<file path="config.mk">
export PLATFORM = sky130hd
export DESIGN_NAME = ttl_gate_bank
export DESIGN_NICKNAME = d
export VERILOG_FILES = /design/src/rtl/ttl_gate_bank.sv
export SDC_FILE = /design/constraint.sdc
export NUM_CORES = 1
export LEC_CHECK = 0
export BUFFER_PORTS_ARGS = -buffer_cell sky130_fd_sc_hd__buf_2
export CORE_AREA = 2 2 39 41
export DETAILED_ROUTE_END_ITERATION = 8
export DIE_AREA = 0 0 41 43
export GPL_TIMING_DRIVEN = 0
export SYNTH_ARGS = -nofsm -noshare
export SYNTH_HDL_FRONTEND = slang
export SYNTH_SLANG_ARGS = --single-unit
</file>
<file path="constraint.sdc">
create_clock -name clk -period 0.8 [get_ports clk]
set_clock_uncertainty 0.15 [all_clocks]
set_input_delay 0.12 -clock clk [delete_from_list [all_inputs] [get_ports clk]]
set_output_delay 0.12 -clock clk [all_outputs]
set_load 0.005 [all_outputs]
</file>
<file path="src/rtl/ttl_gate_bank.sv">
//------------------------------------------------------------------------------
// Module : ttl_gate_bank
// Bank of registered multi-input gates with per-channel delay line, glitch
// filter and one-clk rise/fall pulses.
// Rev    : 1.0 - initial release
//------------------------------------------------------------------------------
`default_nettype none

module ttl_gate_bank #(
  parameter int CHANNELS = 2,
  parameter int INPUTS   = 4,
  parameter int MODE     = 0,
  parameter int DELAY    = 1,
  parameter int FILTER   = 0
) (
  input  logic                         clk,
  input  logic                         reset_n,
  input  logic                         cen,
  input  logic [CHANNELS*INPUTS-1:0]   in,
  output logic [CHANNELS-1:0]          y,
  output logic [CHANNELS-1:0]          rise,
  output logic [CHANNELS-1:0]          fall
);

  // Gate output for all-zero inputs, so reset looks like a settled gate.
  localparam logic c_reset_val = (MODE == 0 || MODE == 2) ? 1'b1 : 1'b0;

  logic [CHANNELS-1:0] r_y_q;

  genvar c;
  generate
    for (c = 0; c < CHANNELS; c++) begin : g_ch
      logic [INPUTS-1:0] w_bits;
      logic              w_f;
      logic [DELAY:0]    r_d;

      assign w_bits = in[c*INPUTS +: INPUTS];

      always_comb begin
        case (MODE)
          1:       w_f = &w_bits;
          2:       w_f = ~|w_bits;
          3:       w_f = |w_bits;
          default: w_f = ~&w_bits;
        endcase
      end

      always_ff @(posedge clk or negedge reset_n) begin
        if (!reset_n) begin
          r_d <= {(DELAY+1){c_reset_val}};
        end else if (cen) begin
          r_d[0] <= w_f;
          for (int k = 1; k <= DELAY; k++) begin
            r_d[k] <= r_d[k-1];
          end
        end
      end

      if (FILTER == 0) begin : g_nofilt
        assign y[c] = r_d[DELAY];
      end else begin : g_filt
        localparam int            c_cw   = $clog2(FILTER + 1);
        localparam logic [c_cw-1:0] c_last = c_cw'(FILTER - 1);

        logic [c_cw-1:0] r_cnt;
        logic            r_y;

        // Any agreement with the tap restarts the count, so short pulses never add up.
        always_ff @(posedge clk or negedge reset_n) begin
          if (!reset_n) begin
            r_cnt <= '0;
            r_y   <= c_reset_val;
          end else if (cen) begin
            if (r_d[DELAY] == r_y) begin
              r_cnt <= '0;
            end else if (r_cnt == c_last) begin
              r_y   <= r_d[DELAY];
              r_cnt <= '0;
            end else begin
              r_cnt <= r_cnt + 1'b1;
            end
          end
        end

        assign y[c] = r_y;
      end
    end
  endgenerate

  // Edge history runs every clk so pulses stay one clk wide under cen gating.
  always_ff @(posedge clk or negedge reset_n) begin
    if (!reset_n) begin
      r_y_q <= {CHANNELS{c_reset_val}};
    end else begin
      r_y_q <= y;
    end
  end

  assign rise = y & ~r_y_q;
  assign fall = ~y & r_y_q;

endmodule

`default_nettype wire

</file>
==> results of run 1 <==
[worst register-to-register path, cell delays in order (launching register included)]
cell	delay [ns]
dfstp_2	0.55
buf_4	0.11
mux2_4	0.13
[state kept, by name, indices dropped and copies added (netlist names)]
signal / count
g_ch.r_d: 4
r_y_q: 2
[power groups by stage]
stage	sequential (W)	clock, W	combinational [W]
global route	0.000340	0.000306	0.000110
floorplan	0.000341	0	0.0000276
detailed placement	0.000343	0	0.0000733
global placement	0.000342	0	0.0000712
finish	0.000339	0.000271	0.0000980
CTS	0.000338	0.000285	0.0000946
[how the worst max path moves through the flow]
stage                          startpoint  endpoint
5_1_grt        g_ch[0].r_d[1]$_DFFE_PN1P_   rise[0]
2_1_floorplan  g_ch[0].r_d[1]$_DFFE_PN1P_   rise[0]
6_report       g_ch[1].r_d[1]$_DFFE_PN1P_   rise[1]
3_5_place_dp   g_ch[0].r_d[1]$_DFFE_PN1P_   rise[0]
4_1_cts        g_ch[0].r_d[1]$_DFFE_PN1P_   rise[0]
3_3_place_gp   g_ch[0].r_d[1]$_DFFE_PN1P_   rise[0]
[through the flow]
| step | instance area (sq um) | hold WS (ns) | setup TNS (ns) | instances | setup WS (ns) |
|---|---|---|---|---|---|
| floorplan | 260 | -0.178 | -0.929 | 20 | -0.135 |
| global placement | 360 | -0.0103 | -1.54 | 52 | -0.240 |
| detailed placement | 360 | 0.00211 | -1.63 | 52 | -0.247 |
| CTS | 422 | -0.0338 | -3.49 | 58 | -0.495 |
| global route | 433 | -0.0302 | -3.87 | 58 | -0.534 |
| finish | 433 | -0.0300 | -3.45 | 58 | -0.489 |
[timing repair]
item	in CTS	in global routing
endpoints found under the setup margin	10	12
endpoints found under the hold margin	8	2
setup buffers	2	0
gates cloned	0	0
resized for setup	3	2
pin swaps	0	1
[per-layer routing]
metal  wire length, um  share of wire [%]  track usage, %  up-vias
met1               199                 42            5.96       89
met2               201                 43            7.81       19
met5                 0                  0               0        -
li1                  -                  -               -      112
met4                 0                  0            4.00        0
met3                71                 15            6.28        0
[cell usage in the layout (no fill, tap or decap)]
cell	instances
clkbuf_4	3
nor2b_1	2
nor2_1	2
and4_1	2
buf_2	14
nor2b_2	1
buf_4	4
mux2_4	2
dfstp_2	6
buf_6	2
dlygate4sd3_1	1
a21oi_1	2
nor2b_4	1
[cells by family (layout without fill, tap and decap cells)]
family	after synthesis	count (layout)	share of synthesized area [%]
AND/OR/NAND/NOR	8	8	19.6
flip-flops	6	6	61.8
AO/OA/AOI/OAI	2	2	3.92
multiplexers	2	2	8.82
buffers and inverters	2	24	5.88
[cell type report]
| class | count | area, sq um |
|---|---|---|
| fillers | 152 | 951 |
| flip-flops and latches | 6 | 158 |
| repair buffers | 19 | 118 |
| multi-input cells | 12 | 100 |
| clock buffers | 3 | 22.5 |
| well taps | 16 | 20.0 |
| plain buffers | 2 | 15.0 |
==> flow_summary.yaml, run 1 <==
run_status:
  status: "finished with violations"
  violations: "hold timing, setup timing"
pwr:
  clkPwrFrac_pct: 38.3
  peakVddDrop_v: 0.000908
  pwr-share-seq_pct: 47.9
  internal_power_w: 0.000565
  power.leakage_nw: 0.216
  finalPower_w: 0.000709
  power_switching_w: 0.000144
  power_density_mw_per_mm2: 1640
  p_sw_share_pct: 20.3
  pwr-share-comb_pct: 13.8
synthesis:
  synth.top_cells.by_area: "dfstp_2, nor2b_1, mux2_1"
  syn_inst: 20
  synthArstFlopShare_pct: 100
  syn_area_sq_um: 255
  synth-edff-count: 0
  synth_ff_type: "dfstp_2"
  synthDistinctLibCells: 7
  yosys_warnings: 0
  synth_nets: 31
  synth.top_cells.by_count: "dfstp_2, nor2b_1"
  yosysTopAreaCell: "dfstp_2"
  ys_ff_latch: 6
  yosysMostFrequentCell: "dfstp_2"
  yosysSeqAreaShare_pct: 61.8
  netlist.area_leader.share_pct: 61.8
  synth.avg_cell_area_sq_um: 12.8
floorplan:
  die_h_um: 43
  rows: 14
  io-pin-count: 17
  die_w_um: 41
  initial_utilization_pct: 18.4
  die_area_sq_mm: 0.00176
  core_area_sq_mm: 0.00138
detailed_routing:
  vias_per_cell: 3.79
  ant_nets: 0
  num_vias: 220
  drt_wl_total_um: 472
  drt_pass1_iterations: 1
  drt_iter0_markers: 0
  drc: 0
  route.detailed.wl_per_inst_um: 8.14
layout:
  antennaDiodeCount: 0
  synthToLayoutAreaGrowth_pct: 69.6
  drive_gt1_share_pct: 78.6
  fin_util_pct: 31.3
  nNetsFinal: 55
cts:
  cts.sinks: 6
  cts.clk_slew.worst_paths_ns: 0.04
  cts_buffer_depth: 2
  htreeDepth: 1
  cts-buffers-inserted: 3
  cts_tree: "yes"
  root_buffer: "clkbuf_4"
  clk_latency_ns: 0.24
  cts_hold_buf: 1
worst_setup_path:
  arrival_ns: 1.02
  cp.required_ns: 0.53
  path_depth: 2
  slowest_delay_ns: 0.55
  rrSetupSlack_ns: -0.19
  crit_path_end_kind: "output port"
  critPathSlowestCell: "dfstp_2"
  critical_path.cell_chain: "nor2b_4, buf_6"
  path_delay_family: "flip-flops"
  r2r-end: "g_ch[1].r_d[1]$_DFFE_PN1P_"
  reg2reg_depth: 2
  critPathLaunchType: "register"
  timing.rr.start: "g_ch[1].r_d[1]$_DFFE_PN1P_"
  cp_max_fo: 4
  path_class: "reg -> out"
  crit_buf_inv: 1
timing:
  fin_crit_ns: 1.29
  drv_slew: 0
  rsz0062_at_grt: "true"
  relSlewSlack_pct: 91.1
  max_freq_mhz: 776
  setup_viol: 12
  layout_setup_ws_ns: -0.489
  fin_hold_ws_ns: -0.0300
  fin_crit_sh_pct: 161
  finalHoldViolCount: 2
  worst_slew_pin_slew_ns: 0.134
placement:
  numPortBuffers: 16
  gp_congestion: 0.640
global_route:
  grt_max_degree: 7
  gr-total-overflow: 0
  grt_pass1_vias: 178
  grt_pass1_wl_um: 655
  grtUsageTotal_pct: 6.18
  antenna_found_initial: 0
flow_run:
  maxCapViolations: 0
hold_path:
  holdPathEnd: "g_ch[1].r_d[0]$_DFFE_PN1P_"
  hold_path_class: "in -> reg"
  min_path_cells: 2
  hp-start: "cen"
No activity file was read; power rests on OpenSTA's default activity.
==> run 2, diff against run 1 <==
==> constraint.sdc (replaced) <==
create_clock -name clk -period 1.1 [get_ports clk]
set_clock_uncertainty 0.15 [all_clocks]
set_input_delay 0.165 -clock clk [delete_from_list [all_inputs] [get_ports clk]]
set_output_delay 0.165 -clock clk [all_outputs]
set_load 0.005 [all_outputs]
==> run 2 against run 1 <==
  * The flow finishes with violations (setup timing)
  * Clock-buffer cell count did not move
  * Design area rose by 2.3%
  * Flip-flop and latch count did not move
  * Clock power fell by 28%
  * Register-to-register slack improved by 0.29 ns
  * Via count rose by 6.8%
  * Non-clock buffer count rose by 1
  * Largest power group unchanged
  * Highest routed layer unchanged
  * Worst hold slack improved by 0.088 ns
  * Final cell count rose by 1.7%
==> flow_summary.yaml, run 2 (same netlist as run 1, synthesis figures left out) <==
run_status:
  status: "finished with violations"
  violations: "setup timing"
layout:
  largestRegisters: "g_ch.r_d x4, r_y_q x2"
  fillers: 141
  largest_reg_flops: 4
  most-common-layout-cells: "buf_2, dfstp_2, buf_6"
  drive_gt1_share_pct: 69.8
  final_cells: 59
  nNetsFinal: 56
  synthToLayoutAreaGrowth_pct: 73.5
  layout_commonest_cell: "buf_2"
  top_register: "g_ch.r_d"
  antennaDiodeCount: 0
worst_setup_path:
  r2r-end: "g_ch[1].r_d[1]$_DFFE_PN1P_"
  crit_start: "g_ch[1].r_d[1]$_DFFE_PN1P_"
  reg2reg_depth: 2
  timing.rr.start: "g_ch[1].r_d[1]$_DFFE_PN1P_"
  critical_path.cell_chain: "nor2b_1, buf_2"
  slowest_delay_ns: 0.55
  arrival_ns: 1.02
  crit_buf_inv: 1
  cp.required_ns: 0.78
  crit_path_end_kind: "output port"
  path_depth: 2
  path_class: "reg -> out"
  rrSetupSlack_ns: 0.10
  path_delay_family: "flip-flops"
  critPathSlowestCell: "dfstp_2"
  critPathLaunchType: "register"
  cp_max_fo: 4
  endpoint: "rise[1]"
detailed_routing:
  drt_wl_total_um: 503
  ant_nets: 0
  vias_per_cell: 3.98
  drt_pass1_iterations: 1
  drt_iter0_markers: 0
  route.detailed.wl_per_inst_um: 8.53
  num_vias: 235
  drc: 0
hold_path:
  hold_path_class: "in -> reg"
  min_path_cells: 3
placement:
  dp_cells: 52
  gp_congestion: 0.660
  numPortBuffers: 16
cts:
  clk_latency_ns: 0.24
  htreeDepth: 1
  root_buffer: "clkbuf_4"
  cts.sinks: 6
  cts.clk_slew.worst_paths_ns: 0.04
  cts_tree: "yes"
  cts-buffers-inserted: 3
  cts_buffer_depth: 2
pwr:
  finalPower_w: 0.000516
  power_density_mw_per_mm2: 1170
  power.leakage_nw: 0.211
  peakVddDrop_v: 0.000354
floorplan:
  rows: 14
  core_area_sq_mm: 0.00138
  io-pin-count: 17
  die_area_sq_mm: 0.00176
  die_h_um: 43
  initial_utilization_pct: 18.4
  die_w_um: 41
global_route:
  grtUsageTotal_pct: 7.50
  antenna_found_initial: 0
  gr-total-overflow: 0
  grt_pass1_wl_um: 814
  grt_max_degree: 7
  grt_pass1_vias: 238
timing:
  max_freq_mhz: 747
  fin_crit_sh_pct: 122
  finalHoldViolCount: 0
  drv_slew: 0
  setup_viol: 6
  rsz0062_at_grt: "true"
  layout_setup_ws_ns: -0.239
  worst_slew_pin_slew_ns: 0.129
  fin_crit_ns: 1.34
  relSlewSlack_pct: 91.4
flow_run:
  maxCapViolations: 0
run 2: changes by cell type in the layout (fill, tap and decap cells not counted):
cell and delta:
buf_6 +2, mux2_1 +2, mux2_4 -2, buf_2 -1, buf_4 -1, dlygate4sd3_1 +1
nor2b_1 +1, nor2b_2 -1
run 2: worst min path at each step:
stage                 start                          to  slack (ns)
floorplan           reset_n  g_ch[0].r_d[0]$_DFFE_PN1P_       -0.13
global placement    reset_n          r_y_q[1]$_DFF_PN1_        0.04
detailed placement  reset_n          r_y_q[1]$_DFF_PN1_        0.05
CTS                     cen  g_ch[0].r_d[0]$_DFFE_PN1P_        0.04
global route            cen  g_ch[1].r_d[0]$_DFFE_PN1P_        0.07
finish                  cen  g_ch[0].r_d[0]$_DFFE_PN1P_        0.06
run 2: final cells by class:
type / instances / area [sq um] / area share (%)
Buffer: 2 / 18.8 / 4.24
Clock buffer: 3 / 22.5 / 5.08
Multi-Input combinational cell: 12 / 90.1 / 20.3
Sequential cell: 6 / 158 / 35.6
Tap cell: 16 / 20.0 / 4.52
Timing Repair Buffer: 20 / 134 / 30.2
run 2: metal layers:
| metal | vias to the layer above | track usage (%) | part of all wire (%) |
|---|---|---|---|
| met2 | 17 | 11.3 | 50 |
| met1 | 104 | 6.62 | 39 |
| met3 | 0 | 3.14 | 12 |
| li1 | 114 | - | - |
| met5 | - | 0 | 0 |
| met4 | 0 | 8.00 | 0 |
run 2: worst reg2reg max path, stage by stage, from the launching register on:
cell	delay, ns
dfstp_2	0.38
buf_4	0.13
mux2_1	0.27
run 2: where the power goes:
| group | total [W] | switching, W | internal [W] |
|---|---|---|---|
| Combinational | 0.0000730 | 0.0000230 | 0.0000500 |
| Clock | 0.000196 | 0.0000734 | 0.000123 |
| Sequential | 0.000247 | 0.00000723 | 0.000240 |
| Total | 0.000516 | 0.000104 | 0.000413 |
run 2: repair_timing:
| action | in CTS | in global routing |
|---|---|---|
| gates resized for setup | 3 | 2 |
| hold buffers | 2 | 0 |
| endpoints found under the hold margin | 8 | 0 |
| setup buffers | 2 | 0 |
| setup endpoints to repair | 6 | 6 |
run 2: stage by stage:
| step | instance area [sq um] | util (%) | hold WS, ns | setup WS (ns) | setup TNS, ns |
|---|---|---|---|---|---|
| after floorplan | 255 | - | -0.133 | 0.108 | 0 |
| after global placement | 355 | 25.7 | 0.0386 | 0.0151 | 0 |
| after detailed placement | 355 | 25.7 | 0.0464 | -0.0119 | -0.0119 |
| after CTS | 429 | 31.0 | 0.0444 | -0.259 | -1.30 |
| after global routing | 443 | 32.0 | 0.0664 | -0.295 | -1.55 |
| final | 443 | 32.0 | 0.0579 | -0.239 | -1.25 |
==> run 3, diff against run 2 <==
--- a/config.mk
+++ b/config.mk
@@ -9,7 +9,6 @@
 export CORE_AREA = 2 2 39 41
 export DETAILED_ROUTE_END_ITERATION = 8
 export DIE_AREA = 0 0 41 43
-export GPL_TIMING_DRIVEN = 0
 export SYNTH_ARGS = -nofsm -noshare
 export SYNTH_HDL_FRONTEND = slang
 export SYNTH_SLANG_ARGS = --single-unit
==> run 3 against run 2 <==
  * The run still ends with setup timing left
  * Sequential power is essentially flat
  * Register-to-register slack is essentially flat
  * Design area is 8.8% lower
  * Highest routed layer unchanged
  * Clock power grew 3%
  * Worst hold slack worse by 0.021 ns
  * Critical path type unchanged
  * Flip-flop and latch count unchanged
  * Total power decreased by 1.8%
==> flow_summary.yaml, run 3 (same netlist as run 1, synthesis figures left out) <==
layout:
  top_register: "g_ch.r_d"
  drive_gt1_share_pct: 65.9
  nNetsFinal: 54
  antennaDiodeCount: 0
  design_area_sq_um: 404
  largestRegisters: "g_ch.r_d x4, r_y_q x2"
  largest_reg_flops: 4
  synthToLayoutAreaGrowth_pct: 58.3
  most-common-layout-cells: "buf_2, dfstp_2, nor2b_1, clkbuf_4"
  layout_commonest_cell: "buf_2"
cts:
  cts.clk_slew.worst_paths_ns: 0.05
  root_buffer: "clkbuf_4"
  cts.sinks: 6
  clk_latency_ns: 0.24
  cts-buffers-inserted: 3
  htreeDepth: 1
  cts_buffer_depth: 2
  cts_tree: "yes"
worst_setup_path:
  critical_path.cell_chain: "nor2b_1, buf_2"
  path_class: "reg -> out"
  critPathSlowestCell: "dfstp_2"
  slowest_delay_ns: 0.55
  cp.required_ns: 0.78
  arrival_ns: 1.02
  crit_path_end_kind: "output port"
  rrSetupSlack_ns: 0.10
  cp_max_fo: 4
  critPathLaunchType: "register"
detailed_routing:
  vias_per_cell: 3.84
  ant_nets: 0
  drt_pass1_iterations: 4
  drt_iter0_markers: 2
  route.detailed.wl_per_inst_um: 8.18
  drt_wl_total_um: 466
  num_vias: 219
  drc: 0
timing:
  fin_hold_ws_ns: 0.0368
  max_freq_mhz: 750
  worst_slew_pin_slew_ns: 0.137
  finalHoldViolCount: 0
  setup_viol: 6
  fin_crit_sh_pct: 121
  layout_setup_ws_ns: -0.234
  relSlewSlack_pct: 90.9
  fin_crit_ns: 1.33
  rsz0062_at_grt: "true"
  drv_slew: 0
pwr:
  power_density_mw_per_mm2: 1250
  power.leakage_nw: 0.188
  peakVddDrop_v: 0.000369
  finalPower_w: 0.000507
floorplan:
  die_w_um: 41
  io-pin-count: 17
  die_h_um: 43
  core_area_sq_mm: 0.00138
  rows: 14
  die_area_sq_mm: 0.00176
  initial_utilization_pct: 18.4
flow_run:
  maxCapViolations: 0
global_route:
  grt_pass1_wl_um: 738
  grt_max_degree: 7
  gr-total-overflow: 0
  antenna_found_initial: 0
  grt_pass1_vias: 190
  grtUsageTotal_pct: 6.98
run_status:
  status: "finished with violations"
  violations: "setup timing"
hold_path:
  hold_path_class: "in -> reg"
placement:
  place_area_sq_um: 340
  gp_congestion: 0.633
  numPortBuffers: 16
[run 3: cell count changes in the layout (fill, tap and decap cells not counted)]
cell and change:
buf_6 -3, buf_2 +2, nor2b_4 -1, buf_4 -1, nor2b_1 +1
[run 3: repair_timing]
action | in CTS | in global routing
resized for setup | 0 | 1
hold buffers | 2 | 0
setup endpoints to repair | 6 | 6
endpoints found under the hold margin | 8 | 0
buffers inserted | 2 | 0
[run 3: through the flow]
stage                     utilization, %  setup TNS [ns]  setup WS [ns]  cells
after global placement              24.6               0         0.0190     50
final                               29.2           -1.05         -0.234     57
after detailed placement            24.6               0        0.00891     50
after global routing                29.2           -1.42         -0.311     57
after CTS                           28.8           -1.16         -0.251     57
after floorplan                        -               0          0.108     20
[run 3: routing by layer]
layer / vias up / routed length, um / GRT usage [%]
met5: - / 0 / 0
met4: 0 / 0 / 2.00
met3: 0 / 75 / 7.85
li1: 108 / - / -
met1: 92 / 184 / 7.59
met2: 19 / 206 / 8.75
[run 3: final timing paths]
check,depth (start not counted),endpoint,from
min,3,g_ch[0].r_d[0]$_DFFE_PN1P_,cen
max,2,rise[1],g_ch[1].r_d[1]$_DFFE_PN1P_
max reg2reg,2,g_ch[1].r_d[1]$_DFFE_PN1P_,g_ch[1].r_d[1]$_DFFE_PN1P_
min reg2reg,2,g_ch[1].r_d[0]$_DFFE_PN1P_,g_ch[1].r_d[0]$_DFFE_PN1P_
max in group asynchronous,2,r_y_q[0]$_DFF_PN1_,reset_n
min in group asynchronous,2,g_ch[0].r_d[1]$_DFFE_PN1P_,reset_n
[run 3: layout make-up]
class	instances	area [sq um]
fill	149	980
clock buffer	3	22.5
sequential	6	158
timing repair buffer	20	121
tap	16	20.0
multi-input combinational	12	82.6
[run 3: worst max-delay path, delay by kind of cell, from the launching register on]
| kind | cells | cell delay, ns |
|---|---|---|
| AND/OR/NAND/NOR | 1 | 0.12 |
| flip-flops | 1 | 0.55 |
| buffers and inverters | 1 | 0.11 |
[run 3: power by group]
group           total, W  switching, W  internal (W)  leakage [nW]
sequential      0.000246    0.00000610      0.000239        0.0632
clock           0.000201     0.0000780      0.000123        0.0138
combinational  0.0000599     0.0000213     0.0000386         0.111
